--- src/rtl/counter_pkg.sv ---
// counter_pkg: shared width default, 16-bit count type and the all-ones helper
// used for wrap detection by counter_16bit.
package counter_pkg;

    localparam int unsigned COUNTER_DEFAULT_WIDTH = 16;

    typedef logic [COUNTER_DEFAULT_WIDTH-1:0] count16_t;

    // True when the low `width` bits of `value` are all ones (width 1..32).
    function automatic logic is_all_ones(input logic [31:0] value, input int unsigned width);
        logic [31:0] mask;
        mask = (width >= 32) ? 32'hFFFF_FFFF : ((32'd1 << width) - 32'd1);
        return (value & mask) == mask;
    endfunction

endpackage

--- src/rtl/counter_16bit.sv ---
// counter_16bit: free-running WIDTH-bit up-counter, async active-high clear to RST_VALUE,
// wraps modulo 2^WIDTH. Define COUNTER_16BIT_WRAP_FLAG_EN to add the o_wrap pulse output.
// Ports stay plain and in fixed order so positional instantiation keeps working.
module counter_16bit
    import counter_pkg::*;
#(
    parameter int unsigned      WIDTH     = COUNTER_DEFAULT_WIDTH,
    parameter logic [WIDTH-1:0] RST_VALUE = '0
) (
    input  logic             i_clk,
    input  logic             i_rst_async,
    output logic [WIDTH-1:0] o_count
`ifdef COUNTER_16BIT_WRAP_FLAG_EN
    ,
    output logic             o_wrap
`endif
);

    logic [WIDTH-1:0] count_q, count_d;

    // Next count: plain unsigned increment, carry out of the MSB is dropped.
    always_comb begin
        count_d = count_q + WIDTH'(1);
    end

    // Count register; reset clears immediately and wins over a coincident clock edge.
    always_ff @(posedge i_clk or posedge i_rst_async) begin
        if (i_rst_async) begin
            count_q <= RST_VALUE;
        end else begin
            count_q <= count_d;
        end
    end

    assign o_count = count_q;

`ifdef COUNTER_16BIT_WRAP_FLAG_EN
    // running_q is low until the first edge after reset, so the release edge never flags
    // a wrap even when RST_VALUE is all ones.
    logic running_q, running_d;
    logic wrap_q, wrap_d;

    // Wrap pulse is registered alongside the all-ones -> zero transition of the count.
    always_comb begin
        running_d = 1'b1;
        wrap_d    = running_q && is_all_ones(32'(count_q), WIDTH);
    end

    // Wrap-flag registers, cleared with the counter.
    always_ff @(posedge i_clk or posedge i_rst_async) begin
        if (i_rst_async) begin
            running_q <= 1'b0;
            wrap_q    <= 1'b0;
        end else begin
            running_q <= running_d;
            wrap_q    <= wrap_d;
        end
    end

    assign o_wrap = wrap_q;
`endif

endmodule

--- config.mk ---
export PLATFORM = sky130hd
export DESIGN_NAME = counter_16bit
export DESIGN_NICKNAME = d
export VERILOG_FILES = /design/src/rtl/counter_pkg.sv /design/src/rtl/counter_16bit.sv
export SDC_FILE = /design/constraint.sdc
export NUM_CORES = 1
export LEC_CHECK = 0
export CORE_UTILIZATION = 46
export DETAILED_ROUTE_END_ITERATION = 7
export HOLD_SLACK_MARGIN = 0.06
export PLACE_DENSITY = 0.86
export SYNTH_ARGS = -nofsm -noshare
export SYNTH_HDL_FRONTEND = slang
export SYNTH_SLANG_ARGS = --single-unit
--- constraint.sdc ---
create_clock -name i_clk -period 1.45 [get_ports i_clk]
set_clock_uncertainty 0.05 [all_clocks]
set_input_delay 0.2175 -clock i_clk [delete_from_list [all_inputs] [get_ports i_clk]]
set_output_delay 0.2175 -clock i_clk [all_outputs]
set_load 0.05 [all_outputs]
==> results of run 1 <==
==> timing repair <==
item                       in CTS  in global routing
buffers inserted                2                  4
setup endpoints to repair       1                  5
gates resized for setup         0                  4
pin swaps                       0                  2
==> through the flow <==
step,util,total power [W]
final,0.8947,0.0007449
after CTS,0.8544,0.0007581
after floorplan,-,0.0004612
after detailed placement,0.8169,0.0004681
after global placement,0.8169,0.0004678
after global routing,0.8947,0.0007766
==> power by group through the flow <==
stage	Sequential [W]	Clock [W]	Combinational [W]
finish	0.000446	0.000287	0.0000127
global route	0.000446	0.000315	0.0000159
CTS	0.000446	0.000299	0.0000136
detailed placement	0.000454	0	0.0000136
global placement	0.000454	0	0.0000133
floorplan	0.000454	0	0.00000671
==> logic make-up (layout without fill, tap and decap cells) <==
| logic type | Yosys count | in the layout | synth area share |
|---|---|---|---|
| buffers and inverters | 5 | 35 | 0.02674 |
| AND/OR/NAND/NOR | 24 | 24 | 0.2103 |
| adder cells (fa/ha/maj) | 1 | 1 | 0.01782 |
| XOR/XNOR | 14 | 14 | 0.1747 |
| flip-flops | 16 | 16 | 0.5704 |
==> per-layer routing <==
layer | global-route usage | vias to the layer above | share of wire
met3 | 0.05435 | 6 | 0.025
met1 | 0.2687 | 278 | 0.44
met5 | 0 | - | 0
met4 | 0.1250 | 0 | 0.019
li1 | - | 264 | -
met2 | 0.3672 | 15 | 0.52
==> cell type report <==
cell class | instances | area (µm²)
Clock buffer | 4 | 36.28
Timing Repair Buffer | 26 | 397.9
Sequential cell | 16 | 414.1
Tap cell | 15 | 18.77
Fill cell | 55 | 143.9
Multi-Input combinational cell | 39 | 336.6
Inverter | 5 | 18.77
==> worst min-delay path, cell delays in order <==
cell and delay (ns):
sky130_fd_sc_hd__clkdlybuf4s50_1 0.40, sky130_fd_sc_hd__inv_1 0.05, sky130_fd_sc_hd__buf_4 0.22
==> how the worst min path moves through the flow <==
| stage | slack, ns | cells after the start | to | from |
|---|---|---|---|---|
| 6_report | 0.18 | 3 | o_count[15] | i_rst_async |
| 5_1_grt | 0.24 | 3 | o_count[15] | i_rst_async |
| 3_5_place_dp | 0.47 | 1 | o_count[6] | o_count[6] |
| 2_1_floorplan | 0.08 | 1 | o_count[11] | i_rst_async |
| 3_3_place_gp | 0.46 | 1 | o_count[15] | o_count[15] |
| 4_1_cts | 0.18 | 3 | o_count[15] | i_rst_async |
==> cell usage in the layout (no fill, tap or decap) <==
| cell type | instances |
|---|---|
| sky130_fd_sc_hd__buf_12 | 16 |
| sky130_fd_sc_hd__buf_4 | 9 |
| sky130_fd_sc_hd__clkbuf_4 | 3 |
| sky130_fd_sc_hd__clkbuf_8 | 1 |
| sky130_fd_sc_hd__clkdlybuf4s50_1 | 1 |
| sky130_fd_sc_hd__dfrtp_1 | 5 |
| sky130_fd_sc_hd__dfrtp_2 | 11 |
| sky130_fd_sc_hd__ha_4 | 1 |
| sky130_fd_sc_hd__inv_1 | 5 |
| sky130_fd_sc_hd__nand2_1 | 4 |
| sky130_fd_sc_hd__nand3_1 | 4 |
| sky130_fd_sc_hd__nand3_2 | 1 |
| sky130_fd_sc_hd__nand4_1 | 3 |
| sky130_fd_sc_hd__nand4_4 | 1 |
| sky130_fd_sc_hd__nor2_1 | 3 |
| sky130_fd_sc_hd__nor3_2 | 3 |
| sky130_fd_sc_hd__nor3_4 | 1 |
| sky130_fd_sc_hd__nor4_1 | 2 |
| sky130_fd_sc_hd__nor4_2 | 1 |
| sky130_fd_sc_hd__nor4_4 | 1 |
| sky130_fd_sc_hd__xnor2_1 | 5 |
| sky130_fd_sc_hd__xor2_1 | 9 |
==> reports/summary.txt, run 1 <==
fraction of power spent switching nets -> 0.1910
series of cell instances along the critical path -> buf_4 -> nand4_1 -> nor4_1 -> xor2_1
FFs w/ async S/R, synth -> 1.000
status -> finished clean
class of the most critical setup path -> register to register
leading cell type by number of instances after synthesis -> sky130_fd_sc_hd__dfrtp_1
Overall Global Routing Usage -> 0.2255
setup ws final -> 0.01838 ns
deepest level of the CTS H-tree -> 1
clock tree root driver cell -> sky130_fd_sc_hd__clkbuf_4
setup slack, reg-to-reg -> 0.02 ns
total standard cell area after synthesis -> 701.9 µm²
first element of the critical path -> o_count[1]
cell taking the most area after synthesis -> sky130_fd_sc_hd__dfrtp_1
Hold Crit Class -> input port to asynchronous set/reset pin
cell with the largest stage delay on the worst path -> sky130_fd_sc_hd__nor4_1
clock tree from TritonCTS -> done
total routed wirelength -> 1721 µm
combined buffer and inverter count along the critical path -> 1
Crit path arrival time -> 1.60 ns
sinks on the clock net -> 16
non-filler instance count after layout -> 105
worst reg2reg path startpoint -> o_count[1]
type of element launching the critical path -> register
number of buffers inserted by hold repair at cts -> 0
shortest clock period the worst path allows after layout -> 1.432 ns
Psw -> 0.0001423 W
proportion of power drawn by flip-flops and latches -> 0.598
finished layout cell area -> 1222 µm²
via density per instance -> 5.362
fraction of the yosys area taken by sequential cells -> 0.5704
wire per inst -> 16.39 µm
termination of the worst setup path -> o_count[13]
floorplan core area -> 1366 µm²
Die Height -> 41.07 µm
endpoint of the worst-slack reg-to-reg timing path -> o_count[13]
crit share post-route -> 0.9873
flip-flop count of the largest register after layout -> 16
global-route wire length before repair -> 2339 µm
fmax -> 0.6985 GHz
required time of the critical path -> 1.61 ns
Cells after DPL -> 95
synth warn -> 0
Cell variety after synth -> 14
DRC viols -> 0
initial cell density of the core -> 0.5137
cell internal power dissipation -> 0.0006026 W
Placed Instance Area -> 1116 µm²
Buffers on Ports -> 17
number of antenna violations at the first check in global routing -> 0
Power Dens Cells -> 609.4 nW/µm²
routability-driven placement congestion ratio -> 0.7187
share of layout cells above drive strength 1 -> 0.5444
Final Hold Fails -> 0
Inserted Diodes -> 0
clock latency of the later-clocked register in the worst-skew pair -> 0.28 ns
area added between synthesis and finish -> 74.15%
# Max-Cap Violations -> 0
Row Count -> 13
Hold WS -> 0.1789 ns
Yosys reg bits -> 16
post-DP HPWL -> 1120 µm
peak supply drop -> 0.4329 mV
total nets after synthesis -> 63
buffers from clock root to sink, at most -> 2
worst slew pin tran -> 0.3974 ns
sort of element at the end of the critical path -> register
cell family with most CP delay -> simple AND/OR/NAND/NOR gates
Congestion Overflow GR -> 0
Synth top area share -> 0.5704
biggest fanout along the worst timing path -> 4
Comb power frac -> 0.017
Antenna Violating Nets Remaining -> 0
die span in x -> 41.07 µm
detailed-routing iteration count for the pre-antenna-repair pass -> 4
clock transition at the register clock pins on the worst setup and hold paths after CTS -> 0.09 ns
Die Outline Area -> 1686 µm²
dpl ws -> -0.03092 ns
number of nets in the layout -> 94
cells after synthesis -> 60
top post-synthesis cells by count -> sky130_fd_sc_hd__dfrtp_1 (16), sky130_fd_sc_hd__xor2_1 (9), sky130_fd_sc_hd__inv_1 (5), sky130_fd_sc_hd__xnor2_1 (5)
static leakage -> 0.5864 nW
peak per-stage delay on the critical path -> 0.44 ns
setup violation total in the final timing report -> 0
setup repair after global routing missed its margin -> yes
number of buffers inserted during clock tree synthesis -> 3
top cells by area, synth -> sky130_fd_sc_hd__dfrtp_1 (57%), sky130_fd_sc_hd__xor2_1 (11%), sky130_fd_sc_hd__xnor2_1 (6.2%)
Clk network pwr share -> 0.385
maximum number of pins on one net before global-route repair -> 17
critical path depth in cells -> 4
via count of the first global-routing pass -> 514
overall via count from detail_route -> 563
cells on worst reg2reg path -> 4
max_slew headroom -> 0.7326
count of pins over their slew limit -> 0
drt initial violations -> 13
Top-Level Pins -> 18
Post-synth EDFFs -> 0
Primary FF master, synth -> sky130_fd_sc_hd__dfrtp_1
setup tns final -> 0 ns
mean cell area of the mapped netlist -> 11.70 µm²
(Power assumes the default switching activity.)
==> run 2: changes to the inputs <==
CORE_UTILIZATION = 25   (was 46)
PLACE_DENSITY = 0.56   (was 0.86)
==> reports/summary.txt, run 2 (same netlist as run 1, synthesis figures left out) <==
Final Hold Fails -> 0
clock latency of the later-clocked register in the worst-skew pair -> 0.28 ns
fill count -> 237
finished layout cell area -> 1181 µm²
area added between synthesis and finish -> 68.27%
DRC viols -> 0
class of the most critical setup path -> register to register
Buffers on Ports -> 17
global-route wire length before repair -> 2435 µm
setup ws final -> 0.1249 ns
Cells after DPL -> 109
required time of the critical path -> 1.61 ns
deepest level of the CTS H-tree -> 1
non-filler instance count after layout -> 115
flip-flop count of the largest register after layout -> 16
clock transition at the register clock pins on the worst setup and hold paths after CTS -> 0.09 ns
# Max-Cap Violations -> 0
fmax -> 0.7546 GHz
setup violation total in the final timing report -> 0
most used cells in the layout excluding fill and tap cells -> sky130_fd_sc_hd__buf_12 (16), sky130_fd_sc_hd__dfrtp_2 (11), sky130_fd_sc_hd__xor2_1 (9)
maximum number of pins on one net before global-route repair -> 17
worst slew pin tran -> 0.2529 ns
post-DP HPWL -> 1000 µm
total routed wirelength -> 1366 µm
endpoint of the worst-slack reg-to-reg timing path -> o_count[12]
status -> finished clean
overall via count from detail_route -> 529
Inserted Diodes -> 0
via count of the first global-routing pass -> 547
shortest clock period the worst path allows after layout -> 1.325 ns
die span in x -> 54.99 µm
number of antenna violations at the first check in global routing -> 0
sinks on the clock net -> 16
static leakage -> 0.5222 nW
clock tree root driver cell -> sky130_fd_sc_hd__clkbuf_4
share of layout cells above drive strength 1 -> 0.5059
sort of element at the end of the critical path -> register
Top-Level Pins -> 18
drt initial violations -> 7
setup repair after global routing missed its margin -> no
Antenna Violating Nets Remaining -> 0
cells on worst reg2reg path -> 5
peak supply drop -> 0.5211 mV
wire per inst -> 11.88 µm
worst reg2reg path startpoint -> o_count[1]
floorplan core area -> 2567 µm²
initial cell density of the core -> 0.2734
Crit path arrival time -> 1.48 ns
number of buffers inserted by hold repair at cts -> 0
setup slack, reg-to-reg -> 0.12 ns
via density per instance -> 4.600
type of element launching the critical path -> register
Total Power -> 0.0006977 W
Hold Crit Class -> input port to asynchronous set/reset pin
Die Height -> 54.99 µm
detailed-routing iteration count for the pre-antenna-repair pass -> 4
dpl ws -> 0.03079 ns
biggest fanout along the worst timing path -> 5
number of buffers inserted during clock tree synthesis -> 3
Overall Global Routing Usage -> 0.1164
clock tree from TritonCTS -> done
buffers from clock root to sink, at most -> 2
Row Count -> 18
commonest non-fill, non-tap cell in the layout -> sky130_fd_sc_hd__buf_12
number of nets in the layout -> 89
setup tns final -> 0 ns
Placed Instance Area -> 1127 µm²
crit share post-route -> 0.9139
Die Outline Area -> 3023 µm²
Power Dens Cells -> 590.7 nW/µm²
Congestion Overflow GR -> 0
routability-driven placement congestion ratio -> 0.7130
max_slew headroom -> 0.8314
count of pins over their slew limit -> 0
==> run 2: cell count changes in the layout (fill, tap and decap cells not counted) <==
cell	previous run	this run
sky130_fd_sc_hd__nor4_4	1	0
sky130_fd_sc_hd__clkbuf_1	0	1
sky130_fd_sc_hd__nor3_1	0	2
sky130_fd_sc_hd__nor4_1	2	0
sky130_fd_sc_hd__nor3_4	1	0
sky130_fd_sc_hd__nor4_2	1	4
sky130_fd_sc_hd__nor3_2	3	2
sky130_fd_sc_hd__clkbuf_8	1	0
sky130_fd_sc_hd__buf_4	9	4
==> run 2: through the flow <==
step,hold WS [ns],utilization
global placement,0.4655,0.4391
global route,0.2159,0.4600
CTS,0.1787,0.4522
detailed placement,0.4697,0.4391
floorplan,0.08050,-
finish,0.1761,0.4600
==> run 2: how the worst max path moves through the flow <==
stage | start | end | slack (ns) | cells after the start
2_1_floorplan | o_count[0] | o_count[12] | -0.03 | 4
3_3_place_gp | o_count[1] | o_count[15] | 0.08 | 3
3_5_place_dp | o_count[1] | o_count[12] | 0.03 | 4
4_1_cts | o_count[1] | o_count[13] | 0.05 | 3
5_1_grt | o_count[1] | o_count[12] | 0.003 | 5
6_report | o_count[1] | o_count[12] | 0.12 | 5
==> run 2: layer usage <==
layer,wire [µm],share of wire,track usage
met1,620,0.45,0.1517
met2,654,0.48,0.1767
met3,90,0.066,0.05191
met4,0,0,0.02500
met5,0,0,0
==> run 2: critical path: stages (launching register included) <==
cell	delay [ns]
sky130_fd_sc_hd__dfrtp_2	0.45
sky130_fd_sc_hd__ha_4	0.16
sky130_fd_sc_hd__nand4_1	0.09
sky130_fd_sc_hd__buf_4	0.17
sky130_fd_sc_hd__nor4_2	0.16
sky130_fd_sc_hd__xor2_1	0.18
==> run 2: report_power, final <==
group          leakage (nW)  internal [W]  switching (W)
clock                0.0150      0.000107       0.000132
combinational         0.312    0.00000433     0.00000894
sequential            0.195      0.000446              0
total                 0.522      0.000557       0.000141
==> run 2: layout make-up <==
type	instances	area [µm²]	share of cell area
Tap cell	30	37.54	0.03178
Inverter	5	18.77	0.01589
Sequential cell	16	414.1	0.3506
Clock buffer	4	26.28	0.02225
Timing Repair Buffer	21	360.3	0.3051
Multi-Input combinational cell	39	324.1	0.2744
==> run 2: repair_timing <==
item	4_1_cts	5_1_grt
setup endpoints to repair	1	2
pin swaps	0	1
gates resized for setup	0	2
buffers inserted	1	1
==> run 3: changes to the inputs <==
CAP_MARGIN = 15   (was not set)
==> results of run 3 <==
Same layout as run 2: the final DEF is identical, and so are final timing and power.
